**config.mk**
```make
export PLATFORM = sky130hd
export DESIGN_NAME = alu_pipe_shared
export DESIGN_NICKNAME = d
export VERILOG_FILES = /design/src/rtl/alu_pipe_shared.sv
export SDC_FILE = /design/constraint.sdc
export NUM_CORES = 1
export LEC_CHECK = 0
export BUFFER_PORTS_ARGS = -buffer_cell sky130_fd_sc_hd__buf_2
export CAP_MARGIN = 20
export CORE_ASPECT_RATIO = 1.1
export CORE_UTILIZATION = 55
export DETAILED_ROUTE_END_ITERATION = 7
export PLACE_DENSITY = 0.74
export SLEW_MARGIN = 25
export SYNTH_ARGS = -nofsm -noshare
export SYNTH_HDL_FRONTEND = slang
export SYNTH_SLANG_ARGS = --single-unit
```
**constraint.sdc**
```tcl
create_clock -name clk -period 2.6 [get_ports clk]
set_input_delay 0.13 -clock clk [delete_from_list [all_inputs] [get_ports clk]]
set_output_delay 0.13 -clock clk [all_outputs]
set_load 0.05 [all_outputs]
```
**src/rtl/alu_pipe_shared.sv**
```systemverilog
// Two-stage shared-subexpression ALU with valid/ready handshake on both sides.
// Stage 1 registers the shared sums; stage 2 selects the result, flags and accumulator.
module alu_pipe_shared #(
    parameter int WIDTH = 8
) (
    input  logic             clk,
    input  logic             rst_n,
    input  logic             in_valid,
    output logic             in_ready,
    input  logic [WIDTH-1:0] input_a,
    input  logic [WIDTH-1:0] input_b,
    input  logic [WIDTH-1:0] input_c,
    input  logic [WIDTH-1:0] input_d,
    input  logic [3:0]       opcode,
    input  logic             sel,
    output logic             out_valid,
    input  logic             out_ready,
    output logic [WIDTH-1:0] result,
    output logic             zero_flag,
    output logic             carry_flag
);

    localparam int W = WIDTH;

    logic [W:0]   s_ab_q, s_ab_d, s_cd_q, s_cd_d, s_ac_q, s_ac_d, s_bd_q, s_bd_d;
    logic [W-1:0] d_ab_q, d_ab_d, a_q, a_d, b_q, b_d;
    logic         brw_q, brw_d, sel_q, sel_d, s1_full_q, s1_full_d;
    logic [3:0]   op_q, op_d;

    logic [W-1:0] result_q, result_d, acc_q, acc_d;
    logic         zero_q, zero_d, carry_q, carry_d, out_valid_q, out_valid_d;

    logic         s2_load, in_xfer;
    logic [W+1:0] add4;
    logic [W:0]   acc_sum;
    logic [W-1:0] res, acc_nxt;
    logic         cy;

    // Stage 2 may load when it is empty or its result is leaving this cycle.
    assign s2_load = s1_full_q && (!out_valid_q || out_ready);
    assign in_ready = !s1_full_q || s2_load;
    assign in_xfer  = in_valid && in_ready;

    always_comb begin
        s_ab_d    = s_ab_q;
        s_cd_d    = s_cd_q;
        s_ac_d    = s_ac_q;
        s_bd_d    = s_bd_q;
        d_ab_d    = d_ab_q;
        brw_d     = brw_q;
        a_d       = a_q;
        b_d       = b_q;
        sel_d     = sel_q;
        op_d      = op_q;
        s1_full_d = s1_full_q;
        if (in_xfer) begin
            s_ab_d    = {1'b0, input_a} + {1'b0, input_b};
            s_cd_d    = {1'b0, input_c} + {1'b0, input_d};
            s_ac_d    = {1'b0, input_a} + {1'b0, input_c};
            s_bd_d    = {1'b0, input_b} + {1'b0, input_d};
            d_ab_d    = input_a - input_b;
            brw_d     = input_a < input_b;
            a_d       = input_a;
            b_d       = input_b;
            sel_d     = sel;
            op_d      = opcode;
            s1_full_d = 1'b1;
        end else if (s2_load) begin
            s1_full_d = 1'b0;
        end
    end

    always_comb begin
        add4    = {1'b0, s_ab_q} + {1'b0, s_cd_q};
        acc_sum = {1'b0, acc_q} + {1'b0, a_q};
        res     = '0;
        cy      = 1'b0;
        acc_nxt = acc_q;
        case (op_q)
            4'b0000, 4'b0111: begin
                res = add4[W-1:0];
                cy  = |add4[W+1:W];
            end
            4'b0001: begin
                res = d_ab_q;
                cy  = brw_q;
            end
            4'b0010: res = a_q & b_q;
            4'b0011: res = a_q | b_q;
            4'b0100: res = a_q ^ b_q;
            4'b0101: res = ~a_q;
            4'b0110: begin
                res = sel_q ? s_ac_q[W-1:0] : s_bd_q[W-1:0];
                cy  = sel_q ? s_ac_q[W] : s_bd_q[W];
            end
            4'b1000: begin
                res     = acc_sum[W-1:0];
                cy      = acc_sum[W];
                acc_nxt = acc_sum[W-1:0];
            end
            4'b1001: acc_nxt = '0;
            default: ;
        endcase
    end

    always_comb begin
        result_d    = result_q;
        zero_d      = zero_q;
        carry_d     = carry_q;
        acc_d       = acc_q;
        out_valid_d = out_valid_q;
        if (s2_load) begin
            result_d    = res;
            zero_d      = (res == '0);
            carry_d     = cy;
            acc_d       = acc_nxt;
            out_valid_d = 1'b1;
        end else if (out_ready) begin
            out_valid_d = 1'b0;
        end
    end

    always_ff @(posedge clk) begin
        if (!rst_n) begin
            s_ab_q      <= '0;
            s_cd_q      <= '0;
            s_ac_q      <= '0;
            s_bd_q      <= '0;
            d_ab_q      <= '0;
            brw_q       <= 1'b0;
            a_q         <= '0;
            b_q         <= '0;
            sel_q       <= 1'b0;
            op_q        <= '0;
            s1_full_q   <= 1'b0;
            result_q    <= '0;
            zero_q      <= 1'b0;
            carry_q     <= 1'b0;
            acc_q       <= '0;
            out_valid_q <= 1'b0;
        end else begin
            s_ab_q      <= s_ab_d;
            s_cd_q      <= s_cd_d;
            s_ac_q      <= s_ac_d;
            s_bd_q      <= s_bd_d;
            d_ab_q      <= d_ab_d;
            brw_q       <= brw_d;
            a_q         <= a_d;
            b_q         <= b_d;
            sel_q       <= sel_d;
            op_q        <= op_d;
            s1_full_q   <= s1_full_d;
            result_q    <= result_d;
            zero_q      <= zero_d;
            carry_q     <= carry_d;
            acc_q       <= acc_d;
            out_valid_q <= out_valid_d;
        end
    end

    assign out_valid  = out_valid_q;
    assign result     = result_q;
    assign zero_flag  = zero_q;
    assign carry_flag = carry_q;

endmodule

```
==> results of run 1 <==
-- sequential cells by signal (all words and copies together), names as in the netlist --
signal / flops
s_cd_q: 9
d_ab_q: 8
result: 8
op_q: 4
acc_q: 8
s_ab_q: 8
b_q: 8
s_bd_q: 9
s_ac_q: 9
a_q: 8
carry_flag: 1
out_valid: 1
sel_q: 1
brw_q: 1
s1_full_q: 1
zero_flag: 1
-- stage by stage --
| step | power, mW | cell area, um2 | util |
|---|---|---|---|
| after floorplan | 2.15 | 6090 | - |
| after global placement | 2.37 | 6460 | 0.610 |
| after detailed placement | 2.39 | 6460 | 0.610 |
| after CTS | 3.66 | 6750 | 0.638 |
| after global routing | 3.84 | 6770 | 0.639 |
| final | 3.66 | 6770 | 0.639 |
-- cells in the mapped netlist (14+ instances only) --
cell type	number	area (um2)
xnor2_1	18	158
clkbuf_1	24	90.1
nand2_1	82	308
dfxtp_1	85	1700
nand2b_1	14	87.6
mux2i_1	14	140
nor2b_1	15	93.8
a211oi_1	26	195
ha_1	73	913
nand3_1	18	90.1
nor2_1	61	229
inv_1	45	169
nor3_1	16	80.1
a21oi_1	70	350
o21ai_0	38	190
-- power by group --
group	internal (mW)	switching, mW	total, mW
Clock	0.708	0.564	1.27
Combinational	0.375	0.530	0.904
Sequential	1.40	0.0790	1.48
-- worst min path at each step --
stage	startpoint	to	slack (ns)	depth (start not counted)
5_1_grt	opcode[0]	op_q[0]$_SDFFE_PN0P_	0.03	3
4_1_cts	opcode[1]	op_q[1]$_SDFFE_PN0P_	0.01	3
2_1_floorplan	in_valid	s1_full_q$_SDFFE_PN0P_	0.25	2
3_3_place_gp	opcode[3]	op_q[3]$_SDFFE_PN0P_	0.37	3
3_5_place_dp	opcode[1]	op_q[1]$_SDFFE_PN0P_	0.38	3
6_report	opcode[1]	op_q[1]$_SDFFE_PN0P_	0.02	3
-- area by class of cell --
cell class | instances | area [um2] | area share
multi-input combinational | 580 | 4030 | 0.596
sequential | 85 | 1700 | 0.252
timing repair buffer | 68 | 393 | 0.0581
clock buffer | 11 | 253 | 0.0374
tap | 143 | 179 | 0.0264
inverter | 45 | 169 | 0.0250
clock inverter | 5 | 41.3 | 0.00610
-- routing by layer --
layer	wire length (um)	part of all wire
met5	0	0
met4	330	0.022
met3	710	0.047
met2	7380	0.49
met1	6700	0.44
-- worst max-delay path, stage by stage (launching register included) --
cell	delay, ns
dfxtp_1	0.45
ha_1	0.27
a211oi_1	0.38
nor2_1	0.14
or3_1	0.38
a21boi_0	0.20
a211oi_1	0.09
and3_1	0.15
a31o_1	0.20
-- cell families (layout without fill, tap and decap cells) --
family          count (synthesis)  count (layout)  synth area share
compound gates                205             205             0.217
xor+xnor                       29              29            0.0417
fa+ha+maj                      80              80             0.173
buf+inv                        87             129            0.0616
flops                          85              85             0.279
mux                            16              16            0.0273
simple gates                  250             250             0.200
-- cells in the final DEF (no fill, tap or decap), types with 15 or more instances in the layout --
master,count
a211oi_1,25
a21oi_1,70
buf_2,52
buf_4,15
dfxtp_1,85
ha_1,73
inv_1,44
nand2_1,81
nand3_1,18
nor2_1,61
nor2b_1,15
nor3_1,16
o21ai_0,38
xnor2_1,18
-- timing repair --
action	in CTS	in global routing
endpoints found under the setup margin	0	2
resized for setup	0	2
hold buffers	0	0
==> results_dict.tcl, run 1 <==
set metrics [dict create \
    syn_inst 752 \
    dpl.hpwl_mm 11.6 \
    portBuffers 52 \
    fill_cells 927 \
    relSlewSlack 0.597 \
    hp-class "input pin to flip-flop" \
    worstPathMaxFanout 6 \
    die_area_mm2 0.0115 \
    post_cts_buffers 0 \
    cts.sinks 85 \
    clkLatencyLatePin_ns 0.35 \
    drt_iter0_markers 266 \
    cts_root_buf "clkbuf_16" \
    peakVddDrop_mv 0.326 \
    drcViolationCount 0 \
    syn_to_final_growth_pct 11.1 \
    drt_wl_total_mm 15.1 \
    final.setup_skew_ns 0.00703 \
    synth_cell_types 68 \
    cap_violations 0 \
    critPathCapture "zero_flag$_SDFFE_PN0P_" \
    critPathLaunch "a_q[1]$_SDFFE_PN0P_" \
    rr_startpoint "a_q[1]$_SDFFE_PN0P_" \
    io_pins 53 \
    grt_max_degree 67 \
    worst-slew-pin-transition_ns 0.605 \
    cts_max_path_buffers 2 \
    route.vias.total 5494 \
    h-tree-depth 3 \
    gr-usage-all-layers 0.283 \
    setup.worst_path.start_class "flip-flop" \
    synth_area_mm2 0.00609 \
    cp-end-kind "flip-flop" \
    final_cells 937 \
    routed_via_density 5.86 \
    synth_edf_count 0 \
    core.rowCount 39 \
    use_met3 0.0473 \
    cellPowerDensity_mw_per_mm2 541 \
    async_flop_share 0 \
    finalHoldViolations 0 \
    met2_usage 0.477 \
    syn-num-nets 873 \
    post-place-ws_ns 0.161 \
    status "complete, no violations" \
    layout_setup_ws_ns 0.232 \
    fmax_mhz 422 \
    fin_crit_ns 2.37 \
    die_h_um 112 \
    die_w_um 102 \
    gp_congestion 0.881 \
    reg2reg_to "zero_flag$_SDFFE_PN0P_" \
    maxSlewViolCount 0 \
    worstPathRequired_ns 2.85 \
    dpl.cell_count 921 \
    path_clk_slew_ns 0.06 \
    nets 910 \
    num_antenna_cells 0 \
    start_util 0.575 \
    fin_crit_sh 0.911 \
    detail-route-antenna-nets 0 \
    wl_per_cell_um 16.1 \
    synth-seq-area-share 0.279 \
    crit_type "flip-flop to flip-flop" \
    synth_seq_cells 85 \
    grt_pass1_wl_mm 25.2 \
    grt_pass1_vias 5228 \
    r2r_setup_slack_ns 0.23 \
    setup_viol 0 \
    worstRegToRegCells 8 \
    syn_avg_cell_area_um2 8.10 \
    floorplan.core_area_mm2 0.0106 \
    drive_gt1_frac 0.125 \
    busiest_layer "met2" \
    cts_tree "yes" \
    gr-total-overflow 0 \
    synth_flop_cell "dfxtp_1" \
    rsz0062_at_grt "no" \
    p_leak_nw 2.96 \
    numCtsBuffers 9 \
    final.setup.tns_ns 0 \
    yosysWarnings 0 \
    first_pass_iters 5 \
    hold_ws_ns 0.0151 \
    grt_antenna_before_repair 0 \
    grt_use_met1 0.362 \
    arrival_ns 2.62 \
]
(Power assumes the default switching activity.)
==> run 2, diff against run 1 <==
- CELL_PAD_IN_SITES_DETAIL_PLACEMENT: unset -> 0
- CELL_PAD_IN_SITES_GLOBAL_PLACEMENT: unset -> 1
- CORE_UTILIZATION: 55 -> 25
- GPL_ROUTABILITY_DRIVEN: unset -> 1
- PLACE_DENSITY: 0.74 -> unset
- PLACE_DENSITY_LB_ADDON: unset -> 0.1
==> results_dict.tcl, run 2 (synthesized netlist as in run 1, its figures left out) <==
set metrics [dict create \
    dpl.hpwl_mm 15.1 \
    h-tree-depth 3 \
    worstPathMaxFanout 3 \
    clkLatencyLatePin_ns 0.36 \
    drive_gt1_frac 0.135 \
    hold_ws_ns 0.00145 \
    final_core_util 0.298 \
    path_clk_slew_ns 0.07 \
    fill_cells 2617 \
    grt_antenna_before_repair 0 \
    syn_to_final_growth_pct 16.3 \
    numCtsBuffers 9 \
    cellPowerDensity_mw_per_mm2 542 \
    p_int_mw 2.57 \
    setup_viol 0 \
    relSlewSlack 0.606 \
    cts_root_buf "clkbuf_16" \
    finalHoldViolations 0 \
    fin_crit_ns 2.43 \
    rr_startpoint "acc_q[1]$_SDFFE_PN0P_" \
    route.vias.total 5336 \
    combPwrFrac 0.250 \
    die_h_um 166 \
    stdcell_area_mm2 0.00709 \
    cts_tree "yes" \
    drt_iter0_markers 281 \
    worstPathRequired_ns 2.85 \
    top_regs "s_ac_q: 9 flops, s_bd_q: 9 flops, s_cd_q: 9 flops" \
    gr-usage-all-layers 0.160 \
    cts.sinks 85 \
    nets 922 \
    holdPathEnd "op_q[2]$_SDFFE_PN0P_" \
    worstRegToRegCells 8 \
    gp_congestion 0.785 \
    routed_via_density 4.80 \
    drt_wl_total_mm 19.0 \
    switchingPower_mw 1.26 \
    core.rowCount 59 \
    final.setup.tns_ns 0 \
    layout_commonest_cell "dfxtp_1" \
    cp-end-kind "flip-flop" \
    final.setup_skew_ns 0.00875 \
    final_cell_mix "84 x dfxtp_1, 81 x nand2_1, 73 x ha_1" \
    die_w_um 151 \
    dpl_cell_area_mm2 0.00675 \
    grt_pass1_vias 5391 \
    die_area_mm2 0.0250 \
    start_util 0.256 \
    maxSlewViolCount 0 \
    swShare 0.329 \
    hold_path_startpoint "opcode[2]" \
    post_cts_buffers 0 \
    rsz0062_at_grt "no" \
    r2r_setup_slack_ns 0.17 \
    hold-path-cell-count 3 \
    peakVddDrop_mv 0.283 \
    fin_crit_sh 0.935 \
    crit_type "flip-flop to flip-flop" \
    drcViolationCount 0 \
    gr-total-overflow 0 \
    hp-class "input pin to flip-flop" \
    fmax_mhz 411 \
    portBuffers 52 \
    floorplan.core_area_mm2 0.0238 \
    grt_pass1_wl_mm 30.1 \
    clock_power_share 0.364 \
    seq_power_share 0.386 \
    cts_max_path_buffers 2 \
    io_pins 53 \
    arrival_ns 2.68 \
    worst-slew-pin-transition_ns 0.583 \
    p_leak_nw 3.02 \
    dpl.cell_count 1093 \
    final_cells 1111 \
    wl_per_cell_um 17.1 \
    detail-route-antenna-nets 0 \
    reg2reg_to "zero_flag$_SDFFE_PN0P_" \
    cap_violations 0 \
    grt_max_degree 51 \
    num_antenna_cells 0 \
    status "complete, no violations" \
    first_pass_iters 4 \
    setup.worst_path.start_class "flip-flop" \
]
[run 2: changes by cell type in the layout (fill, tap and decap cells not counted), sizes merged]
cell	previous run	this run
clkinvlp	2	3
clkinv	1	0
clkbuf	11	10
bufinv	0	1
dlygate4sd3	0	2
buf	68	78
[run 2: power by group through the flow]
stage / registers (mW) / clock network [mW] / logic [mW]
final: 1.48 / 1.40 / 0.959
after global placement: 1.51 / 0 / 0.963
after floorplan: 1.52 / 0 / 0.631
after global routing: 1.50 / 1.49 / 1.08
after detailed placement: 1.52 / 0 / 0.970
after CTS: 1.49 / 1.45 / 0.977
[run 2: how the worst max path moves through the flow]
| stage | slack (ns) | start | cells after the start | end |
|---|---|---|---|---|
| after floorplan | 0.18 | out_valid$_SDFFE_PN0P_ | 8 | s_ac_q[4]$_SDFFE_PN0P_ |
| after global placement | 0.11 | input_c[1] | 10 | s_cd_q[7]$_SDFFE_PN0P_ |
| after detailed placement | 0.13 | input_c[1] | 10 | s_cd_q[7]$_SDFFE_PN0P_ |
| after CTS | 0.11 | op_q[2]$_SDFFE_PN0P_ | 7 | zero_flag$_SDFFE_PN0P_ |
| after global routing | 0.04 | s_cd_q[0]$_SDFFE_PN0P_ | 9 | result[6]$_SDFFE_PN0P_ |
| final | 0.17 | acc_q[1]$_SDFFE_PN0P_ | 8 | zero_flag$_SDFFE_PN0P_ |
[run 2: critical path, cell delays in order (launching register included)]
cell and delay (ns):
dfxtp_1 0.40, ha_1 0.25, a211oi_1 0.38, nor2_1 0.17, or3_1 0.37, a21boi_0 0.23, a211oi_1 0.12, and3_1 0.19
a31o_1 0.21
[run 2: cell type report]
type / instances / area (um2) / share of cell area
Clock buffer: 10 / 239 / 0.0337
Inverter: 45 / 169 / 0.0238
Tap cell: 305 / 382 / 0.0539
Clock inverter: 6 / 70.1 / 0.00989
Sequential cell: 85 / 1700 / 0.240
Timing Repair Buffer: 80 / 500 / 0.0706
Multi-Input combinational cell: 580 / 4020 / 0.568
[run 2: per-layer routing]
metal  up-vias  GRT usage  share of wire
met5         -          0              0
met4         0     0.0535          0.016
met3        16     0.0179          0.020
met2        66      0.266           0.47
met1      2500      0.212           0.49
li1       2754          -              -
[run 2: per-stage QoR]
step	power [mW]	setup WS [ns]
after global placement	2.48	0.107
after floorplan	2.15	0.185
after detailed placement	2.49	0.134
after global routing	4.06	0.0401
after CTS	3.91	0.114
final	3.84	0.168
[run 2: timing repair]
action | in CTS | in global routing
endpoints found under the hold margin | 2 | 0
hold buffers | 2 | 0
endpoints found under the setup margin | 0 | 2
gates resized for setup | 0 | 3
